## src/rtl/mem_arbiter.sv

```systemverilog
`default_nettype none
`timescale 1ns/1ps
// ============================================================================
//  Module   : mem_arbiter
//  Purpose  : Round-robin arbiter sharing one single-port memory between an
//             I-cache (refill only) and a D-cache (refill or writeback),
//             transferring one BURST-word line per grant.
//  Revision : 1.0  initial release
// ============================================================================
module mem_arbiter #(
    parameter int BURST = 4
) (
    input  logic        CLK,
    input  logic        RST,

    input  logic        I_REQ,
    input  logic [11:0] I_ADDR,
    output logic        I_GNT,
    output logic        I_RVALID,
    output logic        I_DONE,
    output logic [31:0] I_RDATA,

    input  logic        D_REQ,
    input  logic        D_WE,
    input  logic [11:0] D_ADDR,
    input  logic [31:0] D_WDATA,
    output logic        D_GNT,
    output logic        D_RVALID,
    output logic        D_DONE,
    output logic        D_WREADY,
    output logic [31:0] D_RDATA,

    output logic        M_CSN,
    output logic        M_WEN,
    output logic [11:0] M_ADDR,
    output logic [31:0] M_DOUT,
    output logic [3:0]  M_BE,
    input  logic [31:0] M_DI
);

    localparam int CW = $clog2(BURST);

    localparam logic [1:0]    c_idle     = 2'd0;
    localparam logic [1:0]    c_rd_burst = 2'd1;
    localparam logic [1:0]    c_rd_drain = 2'd2;
    localparam logic [1:0]    c_wr_burst = 2'd3;

    localparam logic [CW-1:0] c_last_beat = CW'(BURST - 1);
    localparam logic [11:0]   c_line_mask = ~12'(BURST - 1);

    logic [1:0]    r_state;
    logic [CW-1:0] r_cnt;
    logic [11:0]   r_base;
    logic          r_owner_d;   // 1: D-cache owns the current burst
    logic          r_last_d;    // 1: most recent grant went to D

    logic          w_any_req;
    logic          w_pick_d;
    logic [11:0]   w_req_addr;
    logic          w_in_burst;
    logic          w_first;
    logic          w_rd_valid;

    // D wins a contention unless it was the last one served
    assign w_any_req  = I_REQ | D_REQ;
    assign w_pick_d   = D_REQ & (~I_REQ | ~r_last_d);
    assign w_req_addr = w_pick_d ? D_ADDR : I_ADDR;

    always_ff @(posedge CLK or posedge RST) begin
        if (RST) begin
            r_state   <= c_idle;
            r_cnt     <= '0;
            r_base    <= '0;
            r_owner_d <= 1'b0;
            r_last_d  <= 1'b0;
        end else begin
            case (r_state)
                c_idle: begin
                    r_cnt <= '0;
                    if (w_any_req) begin
                        r_owner_d <= w_pick_d;
                        r_last_d  <= w_pick_d;
                        r_base    <= w_req_addr & c_line_mask;
                        r_state   <= (w_pick_d && D_WE) ? c_wr_burst : c_rd_burst;
                    end
                end
                c_rd_burst: begin
                    r_cnt <= r_cnt + CW'(1);
                    if (r_cnt == c_last_beat) begin
                        r_state <= c_rd_drain;
                    end
                end
                c_rd_drain: begin
                    r_state <= c_idle;
                end
                c_wr_burst: begin
                    r_cnt <= r_cnt + CW'(1);
                    if (r_cnt == c_last_beat) begin
                        r_state <= c_idle;
                    end
                end
                default: begin
                    r_state <= c_idle;
                end
            endcase
        end
    end

    assign w_in_burst = (r_state == c_rd_burst) || (r_state == c_wr_burst);
    assign w_first    = w_in_burst && (r_cnt == '0);
    // One-cycle memory latency: word k appears on M_DI in burst cycle k+1
    assign w_rd_valid = ((r_state == c_rd_burst) && (r_cnt != '0)) ||
                        (r_state == c_rd_drain);

    always_comb begin
        I_GNT    = w_first & ~r_owner_d;
        D_GNT    = w_first &  r_owner_d;
        I_RVALID = w_rd_valid & ~r_owner_d;
        D_RVALID = w_rd_valid &  r_owner_d;
        I_DONE   = (r_state == c_rd_drain) & ~r_owner_d;
        D_DONE   = ((r_state == c_rd_drain) & r_owner_d) ||
                   ((r_state == c_wr_burst) && (r_cnt == c_last_beat));
        D_WREADY = (r_state == c_wr_burst);
        I_RDATA  = I_RVALID ? M_DI : 32'h0;
        D_RDATA  = D_RVALID ? M_DI : 32'h0;

        M_CSN    = ~w_in_burst;
        M_WEN    = (r_state != c_wr_burst);
        M_BE     = w_in_burst ? 4'hF : 4'h0;
        M_ADDR   = w_in_burst ? (r_base | {{(12 - CW){1'b0}}, r_cnt}) : 12'h000;
        M_DOUT   = (r_state == c_wr_burst) ? D_WDATA : 32'h0;
    end

endmodule
`default_nettype wire
```

## config.mk

```make
export PLATFORM = sky130hd
export DESIGN_NAME = mem_arbiter
export DESIGN_NICKNAME = d
export VERILOG_FILES = /design/src/rtl/mem_arbiter.sv
export SDC_FILE = /design/constraint.sdc
export NUM_CORES = 1
export LEC_CHECK = 0
export ABC_AREA = 1
export CORE_ASPECT_RATIO = 0.7
export CORE_MARGIN = 2
export CORE_UTILIZATION = 29
export CTS_BUF_LIST = sky130_fd_sc_hd__clkbuf_8
export CTS_CLUSTER_SIZE = 14
export DETAILED_ROUTE_END_ITERATION = 8
export MAX_ROUTING_LAYER = met4
export PLACE_DENSITY_LB_ADDON = 0.12
export SLEW_MARGIN = 5
export SYNTH_ARGS = -nofsm -noshare
export SYNTH_HDL_FRONTEND = slang
export SYNTH_SLANG_ARGS = --single-unit
```

## constraint.sdc

```tcl
create_clock -name CLK -period 3.5 [get_ports CLK]
set_clock_uncertainty 0.1 [all_clocks]
set_input_delay 0.875 -clock CLK [delete_from_list [all_inputs] [get_ports CLK]]
set_output_delay 0.875 -clock CLK [all_outputs]
set_load 0.05 [all_outputs]
```

==> run metrics <==
top cell type's share of synthesized area=0.2221; Static Leak=2.385 nW; Post-Synthesis Cell Area=1707 um2; max cap viols=0; grt met1 use=0.2455; filler instances=417; num rows=23; pin count of the biggest net entering global routing=34; post-layout net count=616; Vert. Die Dim=68.19 um; Setup TNS=0 ps; cell count after synthesis=324; flops & latches, synth=15; Max-slew headroom=0.6100; outcome=completed; P_sw=2.765 mW; pins over their slew limit=0; min Tclk post-route=3046 ps; initial core utilization=0.2995; area of the multi-input gates=839.6 um2; Combinational Power Share=0.899; commonest non-fill, non-tap cell in the layout=clkdlybuf4s50_1; Placer Congestion=0.8130; final hold slack=381.3 ps; Num Clock Sinks=15; Total Routing Usage GR=0.2238; Post-Route WL=7843 um; Critical Path End Type=output pin; required time worst endpoint=2520 ps; Vias=2519; TritonCTS clock tree=yes; # IOs=214; post-synth cell types=17; Max Freq=328.3 MHz; CTS Root Cell=clkbuf_8; die area=6525 um2; # Post-CTS Setup Buffers=0; Area contributors post-synth=nor2_1, dfrtp_1, inv_1, nand2_1, buf_6; drt wl/cell=13.18 um; port bufs=209; crit path kind=reg2out; crit path max fanout=33; Layout area overhead=156.5%; DRT iter0 DRCs=97; crit share post-route=0.8703; Finish-stage setup viols=0; layout cells sized above 1=0.2192; htree depth=1; final number of hold-violating endpoints=0; first-pass GRT wire length=10900 um; clock share of power=0.030; GRT met3 Usage=0.05286; Synth warnings=0; Clock Latency Late Sink=250 ps; Reg power frac=0.071; drt via density=4.234; post-cts resize count=0; Die Wd=95.69 um; most frequent cells in the layout=clkdlybuf4s50_1, nor2_1, inv_1, nand2_1, buf_12; worst-case vdd ir drop=751.1 uV; Max Buffers Root-to-Sink=2; CTS clk-pin slew, worst paths=60 ps; Remaining DRCs=0; internal power=1.884 mW; Yosys top cell by area=nor2_1; Post-DRT Antenna Nets=0; CP arrival=2070 ps; register area=375.4 um2; Hold WC Path Type=reg2reg; initial antenna violation count=0; hold buffers post-CTS=0; core area=5698 um2; Pwr Density=1062 nW/um2; Net Count, Synth=419; type of origin of the critical path=register; busiest grt layer=met2; Pre-Repair DR Iteration Count=4; RSZ-0062 raised after global routing=false; DPL Wire Length=6668 um; Overflow after GRT=0; sw frac=0.5947; met2 usage=0.4196; slew at the pin with the worst max-slew slack=584.3 ps; vias in the first global route=2369; Seq/Total Area, Yosys=0.2199; synthesized area per cell=5.267 um2; n_diodes=0; total CTS buffers=3
-- through the flow --
stage          cell area (um2)  setup WS [ps]  utilization  std cells  power [mW]
2_1_floorplan             1707          805.3            -        324       2.797
3_3_place_gp              4333          772.4       0.7604        591       4.482
3_5_place_dp              4333          708.2       0.7604        591       4.531
4_1_cts                   4378          437.6       0.7683        595       4.679
5_1_grt                   4378          280.8       0.7683        595       4.848
6_report                  4378          454.0       0.7683        595       4.649
-- power by group through the flow --
stage | registers, mW | clock network, mW | logic (mW)
final | 0.328 | 0.139 | 4.18
after floorplan | 0.305 | 0 | 2.49
after global placement | 0.324 | 0 | 4.16
after global routing | 0.340 | 0.149 | 4.36
after detailed placement | 0.329 | 0 | 4.20
after CTS | 0.327 | 0.142 | 4.21
-- cells by family (layout without fill, tap and decap cells) --
family / after synthesis / after routing / share of synthesized area
compound gates: 4 / 4 / 0.01246
fa+ha+maj: 2 / 2 / 0.01466
buf+inv: 109 / 305 / 0.2881
flops: 15 / 15 / 0.2199
simple gates: 194 / 194 / 0.4648
-- layout make-up --
| type | instances | area share |
|---|---|---|
| timing repair buffer | 212 | 0.6145 |
| multi-input combinational | 200 | 0.1918 |
| sequential | 15 | 0.08574 |
| inverter | 89 | 0.07631 |
| tap | 75 | 0.02143 |
| clock buffer | 3 | 0.009431 |
| clock inverter | 1 | 0.0008574 |
-- cells in the mapped netlist --
master and instances:
nor2_1 101, inv_1 87, nand2_1 75, dfrtp_1 15, nand3_1 12, buf_6 8, buf_2 6, buf_4 4
nand2_2 3, o21ai_0 3, ha_1 2, inv_2 2, nand4_4 2, buf_1 1, clkbuf_1 1, nand2_4 1
o22ai_1 1
-- flip-flops by register name, summed over array words and instances, names as in the netlist --
register  count
r_base       10
r_cnt         2
r_last_d      1
r_state       2
-- per-layer routing --
metal	up-vias	routed length (um)
li1	1281	-
met1	1106	2929
met2	122	4107
met3	10	695
met4	0	111
met5	-	0
-- critical path, cell delays in order (launching register included) --
cell	delay, ps
dfrtp_1	380
inv_1	80
ha_1	220
nand2_2	140
nand4_4	430
nor2_1	380
buf_12	180
-- path summary, 6_finish.rpt --
check	to	slack (ps)	start	depth (start not counted)
worst max-delay path	I_RDATA[1]	450	r_cnt[0]	6
worst min-delay path	r_base[9]	380	r_base[9]	2
worst max register to register	r_base[10]	1710	r_state[0]	5
worst min register to register	r_base[9]	380	r_base[9]	2
max in group asynchronous	r_state[0]	2030	RST	2
min in group asynchronous	r_base[8]	890	RST	2
Note: power is estimated with default switching activity, not from simulation.
==> edit 1, RTL diff (same flow settings) <==
Set the parameter `BURST` to 8 (it was 4).
--- a/src/rtl/mem_arbiter.sv
+++ b/src/rtl/mem_arbiter.sv
@@ -10,3 +10,3 @@
 module mem_arbiter #(
-    parameter int BURST = 4
+    parameter int BURST = 8
 ) (
Formal check against the unedited RTL: not equivalent (a bounded check fails within 4 cycles, from zero or initial values and one cycle with RST high).
==> edit 1 against the unedited design <==
Combinational power increased by 2%; routed wire length increased by 4.6%; final area increased by 2.1%; sequential share of layout area decreased by 0.18 points; power increased by 1.9%; count of clock-buffer cells in the layout unchanged; sequential cell count unchanged; fmax decreased by 1.8%; worst setup slack got worse by 0.056 ns; synthesized area decreased by 0.15%; critical path type unchanged.
==> edit 1: results (changes against the unedited design) <==
outcome:
  outcome: "finished, final reports clean"
setup_path:
  reg2regPathDepth: 6  # +1
  worstPathArrival_ns: 2.13  # +0.06 ns
  crit_fanout: 4  # -88%
  rr_endpoint: "r_base[5]"
  crit_path_end: "D_DONE"
finish:
  drive_gt1_share_pct: 22.3  # +0.41 points
  nFillCells: 395  # -5.3%
  clkCellAreaFrac_pct: 1.04  # +0.0067 points
  largestRegisters: "r_base x9, r_cnt x3, r_state x2"
  inverters: 107  # +20%
  multi_input_area_share_pct: 17.6  # -1.5 points
power_and_ir_drop:
  power_mw: 4.74  # +1.9%
  switching_share_pct: 58.2  # -1.2 points
  ir_drop_uv: 724  # -3.6%
  p_leak_nw: 2.43  # +1.9%
placement:
  place_ws_ns: 0.690  # -0.0182 ns
  dp_hpwl_microns: 7090  # +6.3%
  numPlacedInstances: 595  # +0.68%
routing:
  wl_microns: 8200  # +4.6%
  routed-via-count: 2498  # -0.83%
  m1WireLength_microns: 2880  # -1.8%
  first_iter_violations: 106  # +9.3%
  dr_wl_met2_microns: 4430  # +7.8%
grt:
  gr-usage-met3_pct: 6.39  # +1.1 points
  use_met1_pct: 25.0  # +0.45 points
  grt.met2_usage_pct: 45.7  # +3.8 points
synth:
  synth_area_per_cell_sq_um: 5.21  # -1.1%
  seq_area_frac_synth_pct: 22.0  # +0.032 points
  synth_nets: 423  # +0.95%
  ys_types: 16  # -1
worst_hold_path:
  worstHoldEndpoint: "r_base[10]"
timing:
  fin_ws_ns: 0.398  # -0.0559 ns
  tightest_slew_ns: 0.580  # -0.00463 ns
## edit 1: changes by cell type in the layout (fill, tap and decap cells not counted), sizes merged, moves of 3 or more
cell   before  now
nor2      101  105
inv        90  107
nand3      12   23
o21ai       3    6
nand2      79   49
## edit 1: critical path: stages, from the launching register on
cell and delay (ns):
dfrtp_1 0.37, ha_1 0.16, ha_1 0.22, nor2_1 0.08, a211oi_1 0.19, clkdlybuf4s50_1 0.85
## edit 1: cell families (layout without fill, tap and decap cells)
kind of cell | count (synthesis) | count (layout) | share of synthesized area, %
fa+ha+maj | 3 | 3 | 2.20
compound gates | 7 | 7 | 2.20
flops | 15 | 15 | 22.0
simple gates | 177 | 177 | 41.8
buf+inv | 125 | 322 | 31.7
## edit 1: stage by stage
step	cell area, sq um	hold WS, ns	util (%)
after global routing	4470	0.398	78.5
after detailed placement	4420	0.366	77.6
after floorplan	1700	0.349	-
final	4470	0.378	78.5
after CTS	4470	0.381	78.5
after global placement	4420	0.364	77.6
==> edit 2, RTL diff (config.mk and constraints unchanged) <==
Without the edit above. Make the reset (`RST`) synchronous in one clocked block.
--- a/src/rtl/mem_arbiter.sv
+++ b/src/rtl/mem_arbiter.sv
@@ -68,3 +68,3 @@
 
-    always_ff @(posedge CLK or posedge RST) begin
+    always_ff @(posedge CLK) begin
         if (RST) begin
Check against the original RTL: differs if RST is asserted again (counterexample within 4 cycles, from zero or initial values and one cycle with RST high); with RST held inactive, the same outputs for 10 cycles.
==> edit 2 against the unedited design <==
Global-route usage shrank 3.3 points; final area shrank 8.8%; sequential cell count stayed put; worst setup slack better by 0.034 ns; routed wire length decreased by 12%; synthesized area up 1.6%; critical endpoint is now D_RDATA[17].
Power is left out: it rests on default switching activity, and per cell area and clock period it moved more than threefold.
==> edit 2: results (changes against the unedited design) <==
finish:
  nFillCells: 481  # +15%
  multi_input_area_share_pct: 22.2  # +3.0 points
  n_all_buffers: 211  # -0.47%
  seq_area_sq_um: 300  # -20%
  inverters: 106  # +19%
  buffer_area_share_pct: 56.8  # -4.6 points
  drive_gt1_share_pct: 21.3  # -0.65 points
  num-multi-input-gates: 214  # +7.0%
setup_path:
  reg2reg_slack_ns: 1.92  # +0.21 ns
  crit_fanout: 32  # -3.0%
  worstPathArrival_ns: 2.04  # -0.03 ns
  rr_endpoint: "r_base[11]"
synth:
  synth_nets: 450  # +7.4%
  synthTopCellsByArea: "nor2_1 29%, inv_1 22%, dfxtp_1 17%"
  seq_area_frac_synth_pct: 17.3  # -4.7 points
  yosys-top-cells-count: "135 x nor2_1, 103 x inv_1, 58 x nand2_1, 15 x dfxtp_1, 7 x buf_4"
  synthFlopType: "dfxtp_1"
outcome:
  outcome: "finished, final reports clean"
placement:
  place_ws_ns: 0.739  # +0.0305 ns
  dp_hpwl_microns: 5960  # -11%
  gp_congestion: 0.820  # +0.90%
  io_buffers: 209  # unchanged
grt:
  grt_first_pass_wirelength_microns: 9580  # -12%
  grt_max_degree: 33  # -2.9%
  grt_usage_pct: 19.1  # -3.3 points
timing:
  hold_ws_ns: 0.422  # +0.0404 ns
  slew_headroom_pct: 60.2  # -0.79 points
  fmax_mhz: 332  # +1.1%
routing:
  first_iter_violations: 68  # -30%
  vias_per_cell: 4.08  # -3.6%
worst_hold_path:
  worstHoldEndpoint: "r_cnt[0]"
  hold_path_depth: 1  # -1
## edit 2: routing by layer
| layer | routed length (microns) | track usage (%) | vias to the layer above |
|---|---|---|---|
| met1 | 2440 | 18.3 | 1084 |
| met3 | 802 | 7.07 | 4 |
| met2 | 3650 | 37.6 | 116 |
| met4 | 40 | 3.35 | 0 |
| li1 | - | - | 1346 |
| met5 | 0 | - | - |
## edit 2: metrics by stage
stage / instances / utilization (%) / instance area [sq um]
after floorplan: 355 / - / 1730
after global placement: 621 / 68.6 / 3950
after detailed placement: 621 / 68.6 / 3950
after CTS: 625 / 69.4 / 3990
after global routing: 625 / 69.4 / 3990
final: 625 / 69.4 / 3990
## edit 2: how the worst max path moves through the flow
stage                          start     endpoint  slack, ns  cells past startpoint
after floorplan           r_state[0]  D_RDATA[10]       0.45                      7
final                     r_state[0]  D_RDATA[17]       0.49                      6
after global placement    r_state[0]  D_RDATA[21]       0.76                      6
after global routing      r_state[0]   D_RDATA[4]       0.30                      6
after detailed placement  r_state[0]  D_RDATA[21]       0.74                      6
after CTS                 r_state[0]  D_RDATA[21]       0.47                      6
## edit 2: kinds of logic (layout without fill, tap and decap cells)
| logic type | after synthesis | in the layout | share of synthesized area (%) |
|---|---|---|---|
| simple gates | 203 | 203 | 46.7 |
| buf+inv | 126 | 321 | 31.7 |
| flops | 15 | 15 | 17.3 |
| compound gates | 9 | 9 | 2.89 |
| fa+ha+maj | 2 | 2 | 1.44 |
## edit 2: critical path, stage by stage (launching register included)
cell and delay, ns:
dfxtp_1 0.53, nand2_2 0.31, nand3_4 0.20, nor2_4 0.05, inv_2 0.38, nor2_1 0.11, buf_4 0.21
